File: src/rtl/v_cu_pkg.sv
// Shared vector CU definitions: geometry helpers and the address generator enums.
package v_cu_pkg;

  // Number of base pointers carried per operand (one per register of an LMUL=8 group).
  localparam int unsigned NumPtrs = 8;

  // Row address width within one lane's VRF slice.
  function automatic int unsigned aw_of(int unsigned vlen, int unsigned lanes);
    return $clog2(vlen / lanes);
  endfunction

  // 32-bit rows each register occupies in one lane.
  function automatic int unsigned reg_rows_of(int unsigned vlen, int unsigned lanes);
    return vlen / 32 / lanes;
  endfunction

  // Rows touched by a full LMUL=8 group.
  function automatic int unsigned max_rows_of(int unsigned vlen, int unsigned lanes);
    return NumPtrs * reg_rows_of(vlen, lanes);
  endfunction

  typedef enum logic [1:0] {
    Sew8    = 2'b00,
    Sew16   = 2'b01,
    Sew32   = 2'b10,
    Sew32Rs = 2'b11
  } sew_t;

  typedef enum logic [1:0] {
    StIdle,
    StRun,
    StDrain,
    StFin
  } addr_gen_state_t;

endpackage

File: src/rtl/vrf_row_addr.sv
// Maps a row index of a register group onto a VRF row address.
module vrf_row_addr import v_cu_pkg::*; #(
  parameter int unsigned VLEN      = 4096,
  parameter int unsigned VLANE_NUM = 8,
  localparam int unsigned AW       = aw_of(VLEN, VLANE_NUM),
  localparam int unsigned RIW      = $clog2(max_rows_of(VLEN, VLANE_NUM))
) (
  input  logic [RIW-1:0]        row,
  input  logic [NumPtrs*AW-1:0] bases,
  output logic [AW-1:0]         addr
);

  localparam int unsigned OW = $clog2(reg_rows_of(VLEN, VLANE_NUM));

  logic [RIW-OW-1:0] ptr_idx;
  logic [OW-1:0]     offset;
  logic [AW-1:0]     ptr [NumPtrs];

  assign ptr_idx = row[RIW-1:OW];
  assign offset  = row[OW-1:0];

  // Unpack the concatenated base pointer bus.
  always_comb begin
    for (int k = 0; k < NumPtrs; k++) begin
      ptr[k] = bases[k*AW +: AW];
    end
  end

  // Register base plus in-register offset; wraps modulo 2^AW.
  always_comb begin
    addr = ptr[ptr_idx] + AW'(offset);
  end

endmodule

File: src/rtl/vrf_addr_gen.sv
// Per-instruction VRF row address sequencer for vs1/vs2 reads and vd writes.
module vrf_addr_gen import v_cu_pkg::*; #(
  parameter int unsigned VLEN      = 4096,
  parameter int unsigned VLANE_NUM = 8,
  localparam int unsigned AW       = aw_of(VLEN, VLANE_NUM),
  localparam int unsigned VW       = $clog2(VLEN) + 1
) (
  input  logic                  clk,
  input  logic                  rstn,
  input  logic                  start_vld_i,
  output logic                  start_rdy_o,
  input  logic [NumPtrs*AW-1:0] vrf_starting_raddr0_i,
  input  logic [NumPtrs*AW-1:0] vrf_starting_raddr1_i,
  input  logic [NumPtrs*AW-1:0] vrf_starting_waddr_i,
  input  logic [VW-1:0]         vl_i,
  input  logic [1:0]            sew_i,
  output logic [AW-1:0]         vrf_raddr0_o,
  output logic [AW-1:0]         vrf_raddr1_o,
  output logic                  vrf_rd_vld_o,
  input  logic                  vrf_rd_rdy_i,
  output logic [AW-1:0]         vrf_waddr_o,
  input  logic                  wr_result_vld_i,
  output logic                  vrf_wen_o,
  output logic                  done_o
);

  localparam int unsigned MaxRows = max_rows_of(VLEN, VLANE_NUM);
  localparam int unsigned RIW     = $clog2(MaxRows);
  localparam int unsigned RW      = RIW + 1;
  localparam int unsigned VlW     = VW + 1;
  localparam int unsigned LgLanes = $clog2(VLANE_NUM);
  localparam int unsigned BW      = NumPtrs * AW;

  addr_gen_state_t state_q, state_d;
  logic [RW-1:0]   rows_q, rows_d, rows_calc;
  logic [RW-1:0]   rd_cnt_q, rd_cnt_d;
  logic [RW-1:0]   wr_cnt_q, wr_cnt_d;
  logic [BW-1:0]   base0_q, base0_d, base1_q, base1_d, basew_q, basew_d;
  logic [AW-1:0]   raddr0_q, raddr1_q, waddr_q;
  logic [AW-1:0]   raddr0_nxt, raddr1_nxt, waddr_nxt;
  logic [VlW-1:0]  vl_round, rows_raw;
  int unsigned     row_sh;
  logic            accept, rd_fire, wen, addr_upd;

  // Row count: ceil(vl / elements-per-row), elements-per-row is a power of two.
  always_comb begin
    case (sew_t'(sew_i))
      Sew8:    row_sh = LgLanes + 2;
      Sew16:   row_sh = LgLanes + 1;
      default: row_sh = LgLanes;
    endcase
    vl_round  = {1'b0, vl_i} + (VlW'(1) << row_sh) - VlW'(1);
    rows_raw  = vl_round >> row_sh;
    rows_calc = (rows_raw > VlW'(MaxRows)) ? RW'(MaxRows) : rows_raw[RW-1:0];
  end

  // Next-state, counter and handshake logic.
  always_comb begin
    state_d  = state_q;
    rows_d   = rows_q;
    rd_cnt_d = rd_cnt_q;
    wr_cnt_d = wr_cnt_q;
    base0_d  = base0_q;
    base1_d  = base1_q;
    basew_d  = basew_q;
    accept   = 1'b0;
    rd_fire  = 1'b0;
    wen      = 1'b0;
    case (state_q)
      StIdle: begin
        if (start_vld_i) begin
          accept   = 1'b1;
          rows_d   = rows_calc;
          rd_cnt_d = '0;
          wr_cnt_d = '0;
          base0_d  = vrf_starting_raddr0_i;
          base1_d  = vrf_starting_raddr1_i;
          basew_d  = vrf_starting_waddr_i;
          state_d  = (rows_calc == '0) ? StFin : StRun;
        end
      end
      StRun: begin
        rd_fire  = vrf_rd_rdy_i;
        // Write window compares against the pre-increment read count.
        wen      = wr_result_vld_i && (wr_cnt_q < rd_cnt_q);
        rd_cnt_d = rd_cnt_q + RW'(rd_fire);
        wr_cnt_d = wr_cnt_q + RW'(wen);
        if (wr_cnt_d == rows_q) begin
          state_d = StFin;
        end else if (rd_cnt_d == rows_q) begin
          state_d = StDrain;
        end
      end
      StDrain: begin
        wen      = wr_result_vld_i && (wr_cnt_q < rd_cnt_q);
        wr_cnt_d = wr_cnt_q + RW'(wen);
        if (wr_cnt_d == rows_q) begin
          state_d = StFin;
        end
      end
      StFin: begin
        state_d = StIdle;
      end
      default: begin
        state_d = StIdle;
      end
    endcase
  end

  assign addr_upd = accept || (state_q == StRun) || (state_q == StDrain);

  // Address of the row each counter will point at next cycle, so outputs can be registered.
  vrf_row_addr #(
    .VLEN      (VLEN),
    .VLANE_NUM (VLANE_NUM)
  ) u_row_vs1 (
    .row   (rd_cnt_d[RIW-1:0]),
    .bases (base0_d),
    .addr  (raddr0_nxt)
  );

  vrf_row_addr #(
    .VLEN      (VLEN),
    .VLANE_NUM (VLANE_NUM)
  ) u_row_vs2 (
    .row   (rd_cnt_d[RIW-1:0]),
    .bases (base1_d),
    .addr  (raddr1_nxt)
  );

  vrf_row_addr #(
    .VLEN      (VLEN),
    .VLANE_NUM (VLANE_NUM)
  ) u_row_vd (
    .row   (wr_cnt_d[RIW-1:0]),
    .bases (basew_d),
    .addr  (waddr_nxt)
  );

  // FSM state and row counters.
  always_ff @(posedge clk or negedge rstn) begin
    if (!rstn) begin
      state_q  <= StIdle;
      rows_q   <= '0;
      rd_cnt_q <= '0;
      wr_cnt_q <= '0;
    end else begin
      state_q  <= state_d;
      rows_q   <= rows_d;
      rd_cnt_q <= rd_cnt_d;
      wr_cnt_q <= wr_cnt_d;
    end
  end

  // Base pointers latched at start; the renaming stage may move on afterwards.
  always_ff @(posedge clk or negedge rstn) begin
    if (!rstn) begin
      base0_q <= '0;
      base1_q <= '0;
      basew_q <= '0;
    end else begin
      base0_q <= base0_d;
      base1_q <= base1_d;
      basew_q <= basew_d;
    end
  end

  // Registered row addresses; held while idle.
  always_ff @(posedge clk or negedge rstn) begin
    if (!rstn) begin
      raddr0_q <= '0;
      raddr1_q <= '0;
      waddr_q  <= '0;
    end else if (addr_upd) begin
      raddr0_q <= raddr0_nxt;
      raddr1_q <= raddr1_nxt;
      waddr_q  <= waddr_nxt;
    end
  end

  assign start_rdy_o  = (state_q == StIdle);
  assign vrf_rd_vld_o = (state_q == StRun);
  assign done_o       = (state_q == StFin);
  assign vrf_wen_o    = wen;
  assign vrf_raddr0_o = raddr0_q;
  assign vrf_raddr1_o = raddr1_q;
  assign vrf_waddr_o  = waddr_q;

endmodule

File: config.mk
export PLATFORM = sky130hd
export DESIGN_NAME = vrf_addr_gen
export DESIGN_NICKNAME = d
export VERILOG_FILES = /design/src/rtl/v_cu_pkg.sv /design/src/rtl/vrf_row_addr.sv /design/src/rtl/vrf_addr_gen.sv
export SDC_FILE = /design/constraint.sdc
export NUM_CORES = 1
export LEC_CHECK = 0
export ABC_CLOCK_PERIOD_IN_PS = 5990
export BUFFER_PORTS_ARGS = -buffer_cell sky130_fd_sc_hd__buf_2
export CORE_MARGIN = 4
export CORE_UTILIZATION = 25
export CTS_BUF_LIST = sky130_fd_sc_hd__clkbuf_2 sky130_fd_sc_hd__clkbuf_4 sky130_fd_sc_hd__clkbuf_8
export DETAILED_ROUTE_END_ITERATION = 10
export GPL_TIMING_DRIVEN = 0
export PLACE_DENSITY = 0.51
export SLEW_MARGIN = 15
export SYNTH_ARGS = -nofsm -noshare
export SYNTH_HDL_FRONTEND = slang
export SYNTH_SLANG_ARGS = --single-unit
File: constraint.sdc
create_clock -name clk -period 5.99 [get_ports clk]
set_clock_uncertainty 0.05 [all_clocks]
set_input_delay 0.599 -clock clk [delete_from_list [all_inputs] [get_ports clk]]
set_output_delay 0.599 -clock clk [all_outputs]
set_load 0.05 [all_outputs]
==> results of run 1 <==
==> final cells by class <==
class / count / area, sq um
Buffer: 92 / 450
Fill cell: 6081 / 39200
Clock inverter: 10 / 87.6
Sequential cell: 269 / 6730
Clock buffer: 80 / 1010
Tap cell: 765 / 957
Timing Repair Buffer: 296 / 1630
Multi-Input combinational cell: 1293 / 7260
Inverter: 53 / 201
Antenna cell: 3 / 7.51
==> cells in the mapped netlist (5+ instances only) <==
master / n
a21o_1: 18
a21oi_1: 30
a22o_1: 9
a31oi_1: 7
and2_1: 5
buf_1: 16
buf_2: 21
clkbuf_1: 55
dfrtp_1: 269
ha_1: 42
inv_1: 49
mux2_2: 19
mux2i_1: 82
nand2_1: 683
nand2b_1: 11
nand3_1: 55
nand4_1: 5
nor2_1: 59
nor2b_1: 8
nor3_1: 9
nor4_1: 9
o211ai_1: 31
o21ai_0: 71
o31a_1: 8
or2_2: 5
or3_1: 8
xnor2_1: 27
xor2_1: 20
==> per-layer routing <==
metal  share of wire, %  routed length (um)  up-vias  GRT usage, %
li1                   -                   -     6378             -
met4                3.2                1700       12          5.45
met2                 45               23800      358          26.6
met5               0.14                  72        -             0
met3                5.9                3110       78          3.97
met1                 46               24000     6269          22.0
==> report_power, final <==
part	internal, W	switching (W)	total [W]
clock	0.00111	0.000838	0.00195
combinational	0.00139	0.00268	0.00407
sequential	0.00263	0.000282	0.00291
==> logic make-up (layout without fill, tap and decap cells) <==
| group | Yosys count | in the layout | synth area share (%) |
|---|---|---|---|
| and+or+nand+nor | 877 | 877 | 24.7 |
| DFF | 269 | 269 | 46.4 |
| AOI/OAI and AO/OA | 221 | 221 | 10.3 |
| buffers and inverters | 151 | 531 | 4.32 |
| muxes | 102 | 102 | 7.29 |
| xor gates and xnor gates | 47 | 47 | 2.84 |
| adders and majority gates | 46 | 46 | 4.17 |
| other | 0 | 3 | 0 |
==> placed cells by master, fill, tap and decap left out, types with 5 or more instances in the layout <==
cell,count
buf_4,32
o21ai_1,6
o21ai_0,68
clkbuf_8,65
nand2b_1,11
a22o_1,9
nand4_1,5
nor2b_1,8
a31oi_1,7
o211ai_1,31
clkinv_2,6
mux2_2,19
a21oi_1,28
or2_2,5
nor2_1,59
ha_1,39
nand2_1,683
and2_1,5
or3_1,7
nor4_1,9
buf_2,283
buf_1,13
clkbuf_2,7
clkbuf_4,15
a21o_1,18
o31a_1,8
xor2_1,20
nand3_1,52
mux2i_1,82
dfrtp_1,268
xnor2_1,27
clkbuf_1,43
nor3_1,9
inv_1,49
==> critical path, cell delays in order, from the launching register on <==
cell and delay [ns]:
dfrtp_2 0.45, ha_1 0.29, a21o_1 0.16, a21o_1 0.17, a21o_1 0.18, a21o_1 0.17, a21o_1 0.17, a21o_1 0.18
a21oi_4 0.18, ha_4 0.19, ha_4 0.16, and3_4 0.19, a21oi_1 0.06, or2_2 0.43, inv_4 0.10, buf_6 0.19
mux2_2 0.37, ha_2 0.20, fa_2 0.39, a21o_1 0.22, a21oi_4 0.22, a311oi_2 0.08, a222oi_1 0.31, buf_4 0.19
nor2_1 0.05, xor2_1 0.18, o21ai_1 0.07
==> timing repair <==
action | in CTS | in global routing
gates resized for setup | 22 | 31
endpoints found under the hold margin | 85 | 0
gates cloned | 0 | 1
buffers inserted | 7 | 19
pin swaps | 5 | 11
endpoints found under the setup margin | 10 | 12
hold buffers | 1 | 0
==> flip-flops by register name (all words and copies together) (netlist names) <==
name          cells
basew_q          72
rd_cnt_q          8
wr_cnt_q          8
base0_q          72
state_q           2
vrf_raddr0_o      9
base1_q          72
rows_q            8
vrf_raddr1_o      9
vrf_waddr_o       9
==> per-stage QoR <==
stage | power, W | instance area, sq um | instances | setup TNS, ns | setup slack, ns
after floorplan | 0.00568 | 14500 | 1713 | 0 | 0.0950
after global placement | 0.00691 | 16800 | 2744 | -249.61 | -1.37
after detailed placement | 0.00700 | 16900 | 2746 | -5.99 | -1.37
after CTS | 0.00902 | 18100 | 2840 | -0.00712 | -0.00712
after global routing | 0.00965 | 18300 | 2860 | -0.0471 | -0.0356
final | 0.00892 | 18300 | 2861 | 0 | 0.273
==> worst min path at each step <==
stage | startpoint | to | slack [ns] | cells past startpoint
finish | vrf_starting_raddr1_i[34] | base1_q[34]$_DFF_PN0_ | 0.14 | 3
global route | vrf_starting_raddr1_i[46] | base1_q[46]$_DFF_PN0_ | 0.11 | 3
CTS | vrf_starting_raddr1_i[46] | base1_q[46]$_DFF_PN0_ | 0.09 | 3
detailed placement | basew_q[37]$_DFF_PN0_ | basew_q[37]$_DFF_PN0_ | 0.40 | 2
global placement | base1_q[69]$_DFF_PN0_ | base1_q[69]$_DFF_PN0_ | 0.40 | 2
floorplan | rstn | base0_q[0]$_DFF_PN0_ | 0.25 | 0
==> results_dict.tcl, run 1 <==
set metrics [dict create \
    grt_overflow_total 0 \
    period_minus_slack_ns 5.72 \
    gp_congestion 0.835 \
    dieArea_sq_mm 0.0620 \
    ir_drop_v 0.000174 \
    reg2reg_depth 26 \
    synthTopCellsByArea "dfrtp_1, nand2_1, mux2i_1, ha_1, o21ai_0" \
    criticalPathCategory "reg -> reg" \
    rows 88 \
    slew_headroom_pct 38.1 \
    grt_max_degree 104 \
    hold_ws_ns 0.137 \
    setup_viol 0 \
    drt-wirelength-per-cell_um 18.4 \
    cts_tree "done" \
    ios 267 \
    synth_top_area_share_pct 46.4 \
    dpl.hpwl_um 40700 \
    tightest_slew_ns 0.928 \
    drc 0 \
    drive_gt1_share_pct 22.7 \
    status "complete, no violations" \
    drv_slew 0 \
    power.leakage_nw 9.20 \
    end_kind "flop" \
    fmax_ghz 0.175 \
    die_h_um 249 \
    coreArea_sq_mm 0.0576 \
    post-route-period-util_pct 95.4 \
    reg2reg_setup_slack_ns 0.27 \
    grt_pass1_vias 13400 \
    crit_path_end "vrf_waddr_o[6]$_DFFE_PN0P_" \
    synth-edff-count 0 \
    synth_area_sq_mm 0.0145 \
    required_ns 6.42 \
    synth_flop_cell "dfrtp_1" \
    finalHoldViolations 0 \
    r2r_start "wr_cnt_q[1]$_DFF_PN0_" \
    cts_max_level 2 \
    dr.pass1.iters 5 \
    finalNetCount 2337 \
    vias_per_cell 4.58 \
    cp-startpoint "wr_cnt_q[1]$_DFF_PN0_" \
    cp-start-kind "flop" \
    power_density_mw_per_mm2 487 \
    gr-usage-all-layers_pct 16.6 \
    synth-seq-cells 269 \
    grt_pass1_wl_um 80200 \
    clock-root-buffer "clkbuf_8" \
    fin_util_pct 31.8 \
    grt_antenna_before_repair 10 \
    ys_types 69 \
    port_buffers 266 \
    hold_path.class "in -> reg" \
    clkLatencyLatePin_ns 0.62 \
    cts_buffer_depth 3 \
    clkSinkCount 269 \
    synth.avg_cell_area_sq_um 8.47 \
    syn_nets 1995 \
    cp_max_fo 10 \
    critPathArrivalTime_ns 6.15 \
    max_cap_viol_count 0 \
    initial_utilization_pct 25.2 \
    ys_seq_area_share_pct 46.4 \
    clk_pin_slew_ns 0.06 \
    numCtsBuffers 50 \
    r2r-end "vrf_waddr_o[6]$_DFFE_PN0P_" \
    synthToLayoutAreaGrowth_pct 26.4 \
    synth_top_area_cell "dfrtp_1" \
    ys.warnings.count 0 \
    wirelength_um 52700 \
    vias 13100 \
    synth_cells 1713 \
    route.antenna.remaining_nets 0 \
    drtIter0Drc 707 \
    ys_async_sr_fraction_pct 100 \
    fp.dieW_um 249 \
]
Power figures use the tool's default switching activity.
==> inputs of run 2 (changes only) <==
Settings changed: ABC_AREA set to 1, PLACE_DENSITY 0.51 to 0.5.
==> run 2 against run 1 <==
  * Register-to-register slack better by 0.37 ns
  * Largest power group unchanged
  * Power rose by 0.92%
  * Hold slack gained 0.012 ns
  * Highest routed layer is now met4
  * Clock power about the same
  * Die area grew 3.3%
  * Global-route usage barely moved
  * Flip-flop and latch count did not move
  * Via count up 7.1%
  * Utilization decreased by 0.65 points
  * Setup slack better by 0.37 ns
==> results_dict.tcl, run 2 <==
set metrics [dict create \
    cp_max_fo 10 \
    gp_congestion 0.847 \
    grt_antenna_before_repair 0 \
    dr.pass1.iters 5 \
    fin_total_pwr_w 0.00900 \
    cts_max_level 2 \
    vias 14000 \
    p_seq_share_pct 32.2 \
    clkPwrFrac_pct 21.6 \
    synthToLayoutAreaGrowth_pct 23.2 \
    setup_viol 0 \
    fmax_ghz 0.187 \
    ios 267 \
    numCtsBuffers 52 \
    power.leakage_nw 9.94 \
    p_int_w 0.00513 \
    yosys-top-cells-count "nand2_1, dfrtp_1, inv_1" \
    wirelength_um 53800 \
    ys_async_sr_fraction_pct 100 \
    p_comb_share_pct 46.2 \
    final.setup.worst_slack_ns 0.641 \
    grt_pass1_vias 14200 \
    drc 0 \
    cp-start-kind "flop" \
    gr-usage-all-layers_pct 16.5 \
    coreArea_sq_mm 0.0592 \
    synth_top_area_share_pct 44.9 \
    slew_headroom_pct 28.3 \
    cts_buffer_depth 3 \
    synth_most_common_cell "nand2_1" \
    crit_path_max_incr_delay_ns 0.42 \
    synthMuxAreaShare_pct 1.07 \
    synth-seq-cells 269 \
    syn_nets 2299 \
    fp.dieW_um 253 \
    clock-root-buffer "clkbuf_8" \
    synth_top_family_by_area "simple AND/OR/NAND/NOR gates" \
    synthTopCellsByArea "dfrtp_1, nand2_1, nand3_1, inv_1, o21ai_0" \
    dpl.hpwl_um 42400 \
    finalNetCount 2622 \
    tightest_slew_ns 1.06 \
    rows 89 \
    ir_drop_v 0.000185 \
    ys.warnings.count 0 \
    vias_per_cell 4.46 \
    synth_flop_cell "dfrtp_1" \
    ys_types 43 \
    initial_utilization_pct 25.3 \
    post-route-period-util_pct 89.3 \
    clkSinkCount 269 \
    synth_area_sq_mm 0.0150 \
    layout_common_cells "nand2_1, buf_2, dfrtp_1, inv_1, nand3_1" \
    synth_cells 2017 \
    synth-edff-count 0 \
    drt-wirelength-per-cell_um 17.1 \
    switching_share_pct 43.0 \
    finalHoldViolations 0 \
    p_switching_w 0.00387 \
    cts_tree "done" \
    route.antenna.remaining_nets 0 \
    mostFrequentLayoutCell "nand2_1" \
    critPathArrivalTime_ns 5.78 \
    slowest_stage "dfrtp_1" \
    clkLatencyLatePin_ns 0.63 \
    hold_ws_ns 0.149 \
    antenna_cells 0 \
    drtIter0Drc 835 \
    port_buffers 265 \
    power_density_mw_per_mm2 487 \
    synth-compound-area-share_pct 8.76 \
    die_h_um 253 \
    status "complete, no violations" \
    dpl_worst_slack_ns 0.247 \
    max_cap_viol_count 0 \
    synth_xor_area_share_pct 1.32 \
    hold_path.class "in -> reg" \
    synth_top_area_cell "dfrtp_1" \
    end_kind "flop" \
    criticalPathCategory "reg -> reg" \
    required_ns 6.42 \
    synth_simple_gate_area_share_pct 31.5 \
    dieArea_sq_mm 0.0640 \
    fin_util_pct 31.2 \
    grt_pass1_wl_um 82200 \
    reg_top3 "base0_q: 72 flops, base1_q: 72 flops, basew_q: 72 flops" \
    synthAdderAreaFrac_pct 4.04 \
    synth.avg_cell_area_sq_um 7.44 \
    rsz0062_at_grt "false" \
    ys_seq_area_share_pct 44.9 \
    drive_gt1_share_pct 21.8 \
    period_minus_slack_ns 5.35 \
    drv_slew 0 \
    clk_pin_slew_ns 0.06 \
    reg2reg_setup_slack_ns 0.64 \
    grt_overflow_total 0 \
    grt_max_degree 89 \
]
run 2: changes by cell type after synthesis, sizes merged, moves of 12 or more:
cell	previous run	this run
mux2	19	0
buf	43	73
o211ai	31	5
xnor2	27	9
nand3	55	152
clkbuf	55	21
inv	52	204
a21o	18	2
a31oi	7	19
a21oi	30	43
or2	6	65
nand2	683	808
mux2i	83	16
o21ai	75	146
run 2: path summary, 6_finish.rpt:
path / cells after the start / from / end
max in group asynchronous: 4 / rstn / basew_q[18]$_DFF_PN0_
setup / recovery: 28 / rd_cnt_q[1]$_DFF_PN0_ / vrf_waddr_o[7]$_DFFE_PN0P_
setup reg to reg: 28 / rd_cnt_q[1]$_DFF_PN0_ / vrf_waddr_o[7]$_DFFE_PN0P_
hold reg to reg: 2 / vrf_waddr_o[0]$_DFFE_PN0P_ / vrf_waddr_o[0]$_DFFE_PN0P_
min in group asynchronous: 2 / rstn / base1_q[52]$_DFF_PN0_
hold / removal: 3 / vrf_starting_raddr0_i[3] / base0_q[3]$_DFF_PN0_
run 2: cells by family (layout without fill, tap and decap cells):
| kind of cell | count (synthesis) | after routing |
|---|---|---|
| adder cells (fa/ha/maj) | 46 | 46 |
| flip-flops | 269 | 269 |
| XOR/XNOR | 21 | 21 |
| multiplexers | 16 | 16 |
| AO/OA/AOI/OAI | 238 | 238 |
| AND/OR/NAND/NOR | 1128 | 1128 |
| buffers and inverters | 299 | 653 |
run 2: critical path: cells and delay by family, from the launching register on:
kind                     cells  cell delay [ns]
AO/OA/AOI/OAI               11             2.14
buffers and inverters        6             1.01
flip-flops                   1             0.42
adder cells (fa/ha/maj)      3             0.81
AND/OR/NAND/NOR              8             0.79
run 2: routing by layer:
metal	GRT usage [%]	vias to the layer above	share of wire, %	routed length [um]
li1	-	7013	-	-
met1	22.5	6586	46	24700
met2	27.7	361	47	25200
met3	2.89	66	5.4	2900
met4	3.59	0	1.8	957
met5	0	-	0	0
run 2: repair_timing:
action                                 in CTS  in global routing
setup endpoints to repair                   0                  2
resized for setup                           0                  5
hold buffers                                1                  0
buffers inserted                            0                  0
endpoints found under the hold margin      27                  0
run 2: power by group through the flow:
stage	logic [W]	clock network, W	registers (W)
final	0.00416	0.00194	0.00290
after global routing	0.00471	0.00209	0.00299
after CTS	0.00422	0.00201	0.00291
after detailed placement	0.00420	0	0.00293
after global placement	0.00413	0	0.00292
after floorplan	0.00265	0	0.00317
run 2: layout make-up:
class                           instances  area, sq um
Buffer                                 94          493
Clock buffer                           74          931
Clock inverter                         11          136
Fill cell                            6455        40800
Inverter                              205          776
Multi-Input combinational cell       1449         7020
Sequential cell                       269         6730
Tap cell                              773          967
Timing Repair Buffer                  269         1430
run 2: stage by stage:
step	setup TNS (ns)	cells	area, sq um
after CTS	0	3144	18500
final	0	3144	18500
after global placement	-265.30	3055	17300
after global routing	0	3144	18500
after detailed placement	0	3058	17400
after floorplan	0	2017	15000
